File: config.mk
export PLATFORM = sky130hd
export DESIGN_NAME = tx_fire_sequencer
export DESIGN_NICKNAME = d
export VERILOG_FILES = /design/src/rtl/tx_fire_sequencer_pkg.sv /design/src/rtl/tx_fire_sequencer_channel_pulser.sv /design/src/rtl/tx_fire_sequencer.sv
export SDC_FILE = /design/constraint.sdc
export NUM_CORES = 1
export LEC_CHECK = 0
export ABC_AREA = 1
export CORE_MARGIN = 2
export CORE_UTILIZATION = 25
export DETAILED_ROUTE_END_ITERATION = 10
export PLACE_DENSITY = 0.49
export SYNTH_ARGS = -nofsm -noshare
export SYNTH_HDL_FRONTEND = slang
export SYNTH_HIERARCHICAL = 1
export SYNTH_SLANG_ARGS = --single-unit
File: constraint.sdc
create_clock -name clk -period 2.6 [get_ports clk]
set_input_delay 0.52 -clock clk [delete_from_list [all_inputs] [get_ports clk]]
set_output_delay 0.52 -clock clk [all_outputs]
set_load 0.01 [all_outputs]
File: src/rtl/tx_fire_sequencer_pkg.sv
// Beamforming constants and sequencer state encoding shared by the transmit
// sequencer and the receive delay controller.
package tx_fire_sequencer_pkg;

  localparam int DEF_NUM_CHANNELS = 16;
  localparam int DEF_MAX_DELAY    = 256;

  typedef enum logic [1:0] {
    ST_IDLE = 2'd0,
    ST_ARM  = 2'd1,
    ST_FIRE = 2'd2,
    ST_DONE = 2'd3
  } seq_state_t;

endpackage

File: src/rtl/tx_fire_sequencer_channel_pulser.sv
// One channel's bipolar burst generator: P half, N half, repeated, then quiet.
module tx_channel_pulser #(
  parameter int HP_WIDTH  = 8,
  parameter int CYC_WIDTH = 4
) (
  input  logic                 clk,
  input  logic                 reset,
  input  logic                 trigger,
  input  logic [HP_WIDTH-1:0]  half_period,
  input  logic [CYC_WIDTH-1:0] num_cycles,
  output logic                 tx_p,
  output logic                 tx_n,
  output logic                 idle
);

  logic                 active;
  logic [HP_WIDTH-1:0]  half_cnt;
  logic [CYC_WIDTH:0]   halves_left;
  logic                 last;
  logic                 start_burst;

  assign last        = active && (half_cnt == '0) && (halves_left == '0);
  assign start_burst = trigger && (num_cycles != '0);
  // Idle already in the final active cycle so the sequencer can close FIRE
  // on the same cycle the longest burst ends.
  assign idle        = !start_burst && (!active || last);

  always_ff @(posedge clk) begin
    if (reset) begin
      active      <= 1'b0;
      half_cnt    <= '0;
      halves_left <= '0;
      tx_p        <= 1'b0;
      tx_n        <= 1'b0;
    end else if (start_burst && !active) begin
      active      <= 1'b1;
      tx_p        <= 1'b1;
      tx_n        <= 1'b0;
      half_cnt    <= half_period - HP_WIDTH'(1);
      halves_left <= {num_cycles, 1'b0} - 1'b1;
    end else if (active) begin
      if (half_cnt == '0) begin
        if (halves_left == '0) begin
          active <= 1'b0;
          tx_p   <= 1'b0;
          tx_n   <= 1'b0;
        end else begin
          tx_p        <= ~tx_p;
          tx_n        <= ~tx_n;
          halves_left <= halves_left - 1'b1;
          half_cnt    <= half_period - HP_WIDTH'(1);
        end
      end else begin
        half_cnt <= half_cnt - HP_WIDTH'(1);
      end
    end
  end

endmodule

File: src/rtl/tx_fire_sequencer.sv
// Transmit firing sequencer: delay table, IDLE/ARM/FIRE/DONE control, master
// time counter and one bipolar pulser per channel.
module tx_fire_sequencer
  import tx_fire_sequencer_pkg::*;
#(
  parameter int NUM_CHANNELS = DEF_NUM_CHANNELS,
  parameter int MAX_DELAY    = DEF_MAX_DELAY,
  parameter int DELAY_WIDTH  = $clog2(MAX_DELAY),
  parameter int HP_WIDTH     = 8,
  parameter int CYC_WIDTH    = 4
) (
  input  logic                            clk,
  input  logic                            reset,
  input  logic                            delay_wr_en,
  input  logic [$clog2(NUM_CHANNELS)-1:0] delay_wr_addr,
  input  logic [DELAY_WIDTH-1:0]          delay_wr_data,
  input  logic                            start,
  input  logic [HP_WIDTH-1:0]             half_period,
  input  logic [CYC_WIDTH-1:0]            num_cycles,
  input  logic [NUM_CHANNELS-1:0]         chan_en,
  output logic [NUM_CHANNELS-1:0]         tx_p,
  output logic [NUM_CHANNELS-1:0]         tx_n,
  output logic                            t0,
  output logic                            busy,
  output logic                            done
);

  localparam logic [DELAY_WIDTH-1:0] T_LAST = DELAY_WIDTH'(MAX_DELAY - 1);

  seq_state_t                  state;
  logic [DELAY_WIDTH-1:0]      t;
  logic                        t_held;
  logic [DELAY_WIDTH-1:0]      delay_tab [NUM_CHANNELS];
  logic [HP_WIDTH-1:0]         h_q;
  logic [CYC_WIDTH-1:0]        c_q;
  logic [NUM_CHANNELS-1:0]     en_q;
  logic [NUM_CHANNELS-1:0]     trig;
  logic [NUM_CHANNELS-1:0]     idle;
  logic                        all_idle;

  assign all_idle = &idle;

  // t_held keeps a delay of MAX_DELAY-1 from retriggering while t is saturated.
  for (genvar i = 0; i < NUM_CHANNELS; i++) begin : g_ch
    assign trig[i] = (state == ST_FIRE) && !t_held && en_q[i] && (t == delay_tab[i]);

    tx_channel_pulser #(
      .HP_WIDTH (HP_WIDTH),
      .CYC_WIDTH(CYC_WIDTH)
    ) u_pulser (
      .clk        (clk),
      .reset      (reset),
      .trigger    (trig[i]),
      .half_period(h_q),
      .num_cycles (c_q),
      .tx_p       (tx_p[i]),
      .tx_n       (tx_n[i]),
      .idle       (idle[i])
    );
  end

  always_ff @(posedge clk) begin
    if (reset) begin
      state  <= ST_IDLE;
      t      <= '0;
      t_held <= 1'b0;
      h_q    <= HP_WIDTH'(1);
      c_q    <= '0;
      en_q   <= '0;
      t0     <= 1'b0;
      busy   <= 1'b0;
      done   <= 1'b0;
      for (int i = 0; i < NUM_CHANNELS; i++) delay_tab[i] <= '0;
    end else begin
      t0   <= 1'b0;
      done <= 1'b0;
      if (state == ST_IDLE && delay_wr_en && (int'(delay_wr_addr) < NUM_CHANNELS))
        delay_tab[delay_wr_addr] <= delay_wr_data;
      case (state)
        ST_IDLE: begin
          if (start) begin
            state <= ST_ARM;
            busy  <= 1'b1;
          end
        end
        ST_ARM: begin
          h_q    <= (half_period == '0) ? HP_WIDTH'(1) : half_period;
          c_q    <= num_cycles;
          en_q   <= chan_en;
          t      <= '0;
          t_held <= 1'b0;
          t0     <= 1'b1;
          state  <= ST_FIRE;
        end
        ST_FIRE: begin
          if (t == T_LAST) begin
            t_held <= 1'b1;
            if (all_idle) begin
              state <= ST_DONE;
              done  <= 1'b1;
            end
          end else begin
            t <= t + 1'b1;
          end
        end
        ST_DONE: begin
          state <= ST_IDLE;
          busy  <= 1'b0;
          t     <= '0;
        end
        default: state <= ST_IDLE;
      endcase
    end
  end

endmodule

==> results of run 1 <==
==> sequential cells by signal, summed over array words and instances, names as in the netlist <==
name	flops
busy	1
c_q	4
delay_tab	128
done	1
en_q	16
g_ch.u_pulser/active	16
g_ch.u_pulser/half_cnt	128
g_ch.u_pulser/halves_left	80
g_ch.u_pulser/tx_n	16
g_ch.u_pulser/tx_p	16
h_q	8
state	2
t	8
t0	1
t_held	1
==> kinds of logic after synthesis <==
family | count (synthesis) | share of synthesized area [%]
flip-flops | 426 | 35.5
AO/OA/AOI/OAI | 543 | 10.9
adder cells (fa/ha/maj) | 86 | 3.89
AND/OR/NAND/NOR | 2036 | 35.6
buffers and inverters | 621 | 9.21
XOR/XNOR | 155 | 4.91
==> through the flow <==
step	TNS, ns	utilization (%)	hold WS (ns)
6_report	0	29.9	0.458
5_1_grt	-0.00518	29.9	0.472
4_1_cts	0	29.9	0.438
3_5_place_dp	-0.468	28.3	0.449
3_3_place_gp	-0.222	28.3	0.441
2_1_floorplan	0	-	0.433
==> synthesized netlist by cell type (all sizes together) <==
master   instances  share of area (%)
nand2          947                 15
nor2           561                8.9
inv            528                7.2
nand3          379                8.2
o21ai          350                6.6
dfxtp          298                 22
edfxtp         128                 14
a21oi          110                2.0
xnor2           87                2.8
ha              86                3.9
nand4           68                1.5
xor2            68                2.2
buf             53                1.4
nor3            43               0.98
o211ai          33               0.90
nand3b          32               0.87
clkbuf          22               0.31
clkinv          18               0.32
o22ai           17               0.38
a22o            15               0.48
a211oi          14               0.38
or2              5               0.11
a21boi           1              0.027
nor4             1              0.023
o2111ai          1              0.032
o21bai           1              0.027
o31ai            1              0.027
==> how the worst min path moves through the flow <==
stage | startpoint | depth (start not counted) | to | slack (ns)
3_3_place_gp | g_ch[10].u_pulser/half_cnt[1] | 2 | g_ch[10].u_pulser/half_cnt[1] | 0.44
5_1_grt | reset | 3 | g_ch[5].u_pulser/half_cnt[4] | 0.47
6_report | g_ch[4].u_pulser/halves_left[1] | 2 | g_ch[4].u_pulser/halves_left[1] | 0.46
3_5_place_dp | g_ch[15].u_pulser/half_cnt[1] | 2 | g_ch[15].u_pulser/half_cnt[1] | 0.45
4_1_cts | reset | 3 | g_ch[0].u_pulser/half_cnt[7] | 0.44
2_1_floorplan | g_ch[0].u_pulser/half_cnt[1] | 2 | g_ch[0].u_pulser/half_cnt[1] | 0.43
==> power by group through the flow <==
stage                     Combinational (mW)  Clock [mW]  Sequential, mW
after floorplan                         4.62           0            7.88
after global placement                  7.50           0            7.80
after detailed placement                7.47           0            7.81
after CTS                               7.52        7.61            7.66
after global routing                    8.48        7.85            7.70
final                                   7.48        7.35            7.66
==> final cells by class <==
type | count | area [µm²] | area share, %
Tap cell | 1476 | 1850 | 5.64
Clock inverter | 29 | 264 | 0.807
Multi-Input combinational cell | 2820 | 15400 | 46.9
Timing Repair Buffer | 208 | 1920 | 5.88
Sequential cell | 426 | 9820 | 30.0
Clock buffer | 67 | 1430 | 4.37
Inverter | 546 | 2080 | 6.36
==> worst reg2reg max path, delay by kind of cell (launching register included) <==
kind	cells	cell delay, ns
simple gates	9	1.18
buf+inv	5	0.48
flops	1	0.31
compound gates	2	0.22
fa+ha+maj	1	0.17
==> repair_timing <==
| item | in CTS | in global routing |
|---|---|---|
| pin swaps | 0 | 5 |
| gates resized for setup | 5 | 23 |
| buffers inserted | 0 | 0 |
| endpoints found under the setup margin | 8 | 103 |
==> layer usage <==
metal  track usage (%)  vias to the layer above
met3              2.12                      115
met5                 0                        -
met4              4.36                        0
li1                  -                    12900
met2              23.3                      456
met1              20.1                    11400
==> impl_metrics.csv, run 1 <==
group,metric,value,unit
setup_path,path_delay_family,"simple AND/OR/NAND/NOR gates",
power_and_ir_drop,ir_worst_vdd,408,µV
flow_run,max_cap_violations,0,
logic_synthesis,synth_nets,3997,
logic_synthesis,synth_cell_type_count,45,
setup_path,path_class,"register to register",
cells_and_area,num-nets-final,4184,
setup_path,reg2reg_depth,17,
routing,vias,25000,
die,die-area,0.113,mm²
power_and_ir_drop,sequentialPowerShare,34.1,%
cts,cts-htree-levels,2,
placement,gp_congestion,0.842,
routing,wl_per_cell,14.8,µm
cells_and_area,diodes,0,
setup_path,cp.required,3.10,ns
routing,top_layer_used,"met4",
routing,ant_nets,0,
cells_and_area,final_cells,5572,
setup_path,crit_top_cell,"nand2_1",
timing,hold_viol_final,0,
logic_synthesis,seq_area_frac_synth,35.5,%
cts,cts-root-buf,"clkbuf_16",
routing,met3_length,3760,µm
setup_path,slowest_delay,0.32,ns
setup_path,endpoint_kind,"register",
placement,preCtsSetupSlack,-0.203,ns
timing,fin_crit_sh,94.6,%
cts,clock-sinks,426,
global_routing,grt_use_total,14.5,%
placement,place_area,0.0309,mm²
timing,finalCriticalPeriod,2.46,ns
cts,insertion_delay,0.61,ns
timing,worstMarginPinSlew,0.699,ns
die,die_w,336,µm
cells_and_area,final_cell_mix,"nand2_1, inv_1, nor2_1",
routing,dr_wl_met2,36600,µm
cts,cts_max_path_buffers,3,
logic_synthesis,synth-warning-count,6,
setup_path,endpoint,"state[0]",
placement,dp_hpwl,60100,µm
global_routing,grt_max_degree,49,
cells_and_area,final_cell_area,0.0327,mm²
setup_path,cp_cell_sequence,"inv_1 -> ha_1 -> inv_1 -> or2_2 -> inv_4 -> nand4_1 -> nor3_1 -> buf_4 -> a21oi_1 -> nand2_1 -> nor2_1 -> nand2_1 -> nor2_1 -> nand2_1 -> nand2_1 -> o21bai_1 -> inv_1",
timing,fin_ws,0.139,ns
die,fp-row-count,121,
setup_path,cp_max_fo,4,
setup_path,r2r_slack,0.14,ns
power_and_ir_drop,combPwrFrac,33.3,%
power_and_ir_drop,power_density,687,mW/mm²
global_routing,grt_pass1_wl,131000,µm
cells_and_area,n_fill_cell,12000,
cts,cts_buffers,52,
setup_path,cp.depth,17,
setup_path,critical_path_buf_inv_count,5,
hold_path,min_path_type,"register to register",
setup_path,reg2reg_to,"state[0]",
timing,setup_violations,0,
timing,slew_headroom,53.3,%
timing,fmaxAchievable,406,MHz
logic_synthesis,netlist_area,0.0276,mm²
routing,wl_met1,40100,µm
cts,hold_buffers,0,
routing,drt-initial-drc-count,1602,
setup_path,crit_arrival,2.96,ns
power_and_ir_drop,sw_frac_of_total,37.5,%
routing,drt-vias-per-instance,4.48,
logic_synthesis,synth-seq-cells,426,
timing,rsz0062_at_grt,"yes",
power_and_ir_drop,total_power,22.5,mW
placement,dp.cells,5476,
cts,clk_pin_slew,0.06,ns
status,status,"complete, no violations",
cells_and_area,final_common_cell,"nand2_1",
cells_and_area,area_delta_synth_final,18.4,%
die,initial_core_util,25.3,%
timing,skew,0.0166,ns
power_and_ir_drop,clkPwrFrac,32.7,%
cts,tritoncts,"done",
power_and_ir_drop,p_int,14.1,mW
die,die_y,336,µm
die,core,0.109,mm²
logic_synthesis,synthCells,3867,
power_and_ir_drop,p_switching,8.43,mW
timing,final_max_slew_viol_count,0,
setup_path,crit_path_start_kind,"register",
cells_and_area,drive_above_1_share,14.0,%
routing,postRouteWirelength,82700,µm
global_routing,antenna_found_initial,2,
global_routing,gr-total-overflow,0,
routing,drc,0,
placement,port_buffers,78,
setup_path,critPathSlowestCell,"or2_2",
routing,drt_pass1_iterations,5,
setup_path,r2r_start,"state[0]",
logic_synthesis,avgSynthCellArea,7.14,µm²
global_routing,first_global_vias,23500,
power_and_ir_drop,p_leak,14.7,nW
setup_path,cp-startpoint,"state[0]",
die,pin_count,79,
Power figures use the tool's default switching activity.
==> run 2, diff against run 1 <==
CORE_UTILIZATION = 57   (was 25)
PLACE_DENSITY = 0.85   (was 0.49)
==> run 2 against run 1 <==
Sequential cell count unchanged. Die area shrank 56%. Worst hold slack is essentially flat. Power is 1.0% lower. Largest power group unchanged. Highest routed layer unchanged.
==> impl_metrics.csv, run 2 (same netlist as run 1, synthesis figures left out) <==
group,metric,value,unit
status,status,"complete, no violations",
routing,drt_pass1_iterations,6,
cells_and_area,drive_above_1_share,13.3,%
die,initial_core_util,57.9,%
cells_and_area,num-nets-final,4157,
cells_and_area,final_cell_mix,"nand2_1, inv_1, nor2_1",
global_routing,met3_usage,5.05,%
placement,dp_hpwl,50900,µm
cts,cts_buffers,48,
timing,fmaxAchievable,412,MHz
setup_path,path_class,"register to register",
routing,postRouteWirelength,73900,µm
cells_and_area,final_cells,4681,
hold_path,min_path_type,"register to register",
cts,clk_pin_slew,0.07,ns
global_routing,gr-total-overflow,0,
routing,drc,0,
global_routing,grt_use_total,29.5,%
cts,cts_max_path_buffers,3,
timing,rsz0062_at_grt,"no",
routing,drt-initial-drc-count,2727,
global_routing,first_global_vias,24500,
power_and_ir_drop,ir_worst_vdd,720,µV
power_and_ir_drop,power_density,709,mW/mm²
die,fp-row-count,80,
timing,final_max_slew_viol_count,0,
placement,gp_congestion,0.959,
routing,vias,26100,
setup_path,crit_path_start_kind,"register",
setup_path,r2r_start,"state[0]",
routing,ant_nets,0,
cts,cts-root-buf,"clkbuf_16",
cts,hold_buffers,0,
die,pin_count,79,
global_routing,use_met1,37.7,%
hold_path,min_from,"g_ch[14].u_pulser/half_cnt[1]",
global_routing,antenna_found_initial,0,
cells_and_area,area_delta_synth_final,13.6,%
routing,wl_per_cell,15.8,µm
flow_run,max_cap_violations,0,
timing,fin_crit_sh,93.4,%
power_and_ir_drop,total_power,22.3,mW
die,core,0.0477,mm²
die,die_y,224,µm
setup_path,crit_top_cell,"nand2_1",
setup_path,endpoint_kind,"register",
cts,tritoncts,"done",
cts,clock-sinks,426,
setup_path,critPathSlowestCell,"dfxtp_1",
timing,finalCriticalPeriod,2.43,ns
cells_and_area,diodes,0,
cts,insertion_delay,0.61,ns
placement,dp.cells,4588,
routing,drt-vias-per-instance,5.57,
cells_and_area,final_common_cell,"nand2_1",
placement,port_buffers,78,
setup_path,path_delay_family,"simple AND/OR/NAND/NOR gates",
timing,skew,0.0312,ns
die,die-area,0.0502,mm²
timing,setup_violations,0,
setup_path,slowest_delay,0.35,ns
setup_path,critical_path_buf_inv_count,5,
setup_path,cp_cell_sequence,"inv_2 -> ha_2 -> inv_1 -> or2_4 -> inv_4 -> buf_4 -> nand4_1 -> nor2_1 -> buf_4 -> a21oi_2 -> nand2_1 -> nor2_1 -> nand2_1 -> nor2_1 -> nand2_1 -> nand2_1 -> nand2_1 -> nand2_1 -> nor2_1",
setup_path,crit_arrival,2.93,ns
global_routing,grtUsageMet2,48.2,%
timing,slew_headroom,62.1,%
timing,hold_viol_final,0,
cts,cts-htree-levels,2,
global_routing,busiest_layer,"met2",
setup_path,cp_max_fo,6,
power_and_ir_drop,p_leak,14.5,nW
setup_path,cp.required,3.10,ns
die,die_w,224,µm
global_routing,grt_pass1_wl,121000,µm
cells_and_area,n_fill_cell,3866,
setup_path,cp-startpoint,"state[0]",
global_routing,grt_max_degree,53,
cells_and_area,reg_top3,"delay_tab x128, g_ch.u_pulser/half_cnt x128, g_ch.u_pulser/halves_left x80",
timing,worstMarginPinSlew,0.569,ns
[run 2: changes by cell type in the layout (fill, tap and decap cells not counted), sizes merged]
cell / change
bufinv: +3
clkbuf: -3
inv: +1
clkinv: -6
clkinvlp: -2
buf: -23
[run 2: through the flow]
step | worst slack, ns | hold slack [ns] | util, % | TNS (ns) | cell area, µm²
floorplan | 0.385 | 0.433 | - | 0 | 27600
global placement | -0.0140 | 0.440 | 62.0 | -0.0140 | 29600
detailed placement | -0.155 | 0.444 | 62.0 | -0.627 | 29600
CTS | 0.000562 | 0.460 | 65.6 | 0 | 31300
global route | 0.0342 | 0.478 | 65.8 | 0 | 31400
finish | 0.171 | 0.458 | 65.8 | 0 | 31400
[run 2: what timing repair did]
action | in CTS | in global routing
pin swaps | 0 | 4
setup endpoints to repair | 24 | 133
buffers inserted | 0 | 4
gates resized for setup | 7 | 16
[run 2: area by class of cell]
cell class	count	area [µm²]	share of cell area, %
clock buffer	64	1350	4.31
clock inverter	25	329	1.05
inverter	546	2080	6.62
multi-input combinational	2820	15300	48.8
sequential	426	9820	31.3
tap	615	769	2.45
timing repair buffer	185	1710	5.46
[run 2: where the power goes]
group / leakage, nW / internal [mW] / total, mW / switching (mW)
Clock: 0.826 / 4.37 / 7.29 / 2.93
Sequential: 3.73 / 7.15 / 7.51 / 0.369
Combinational: 9.99 / 2.56 / 7.45 / 4.89
Total: 14.5 / 14.1 / 22.3 / 8.19
[run 2: worst min-delay path, delay by kind of cell, from the launching register on]
kind / cells / cell delay (ns)
compound gates: 1 / 0.05
flops: 1 / 0.32
simple gates: 1 / 0.06
[run 2: worst paths after layout]
kind	endpoint	slack [ns]	cells past startpoint
worst max-delay path	state[1]	0.17	19
worst min-delay path	g_ch[14].u_pulser/half_cnt[1]	0.46	2
worst max register to register	state[1]	0.17	19
worst min register to register	g_ch[14].u_pulser/half_cnt[1]	0.46	2
[run 2: routing by layer]
metal | part of all wire [%] | vias to the layer above
met2 | 45 | 1124
met5 | 0 | -
met1 | 40 | 11800
met4 | 4.8 | 0
li1 | - | 12900
met3 | 9.9 | 247
==> run 3, diff against run 2 <==
HOLD_SLACK_MARGIN = 0.08   (was default)
==> results of run 3 <==
Final layout, timing and power as in run 2 (identical DEF).
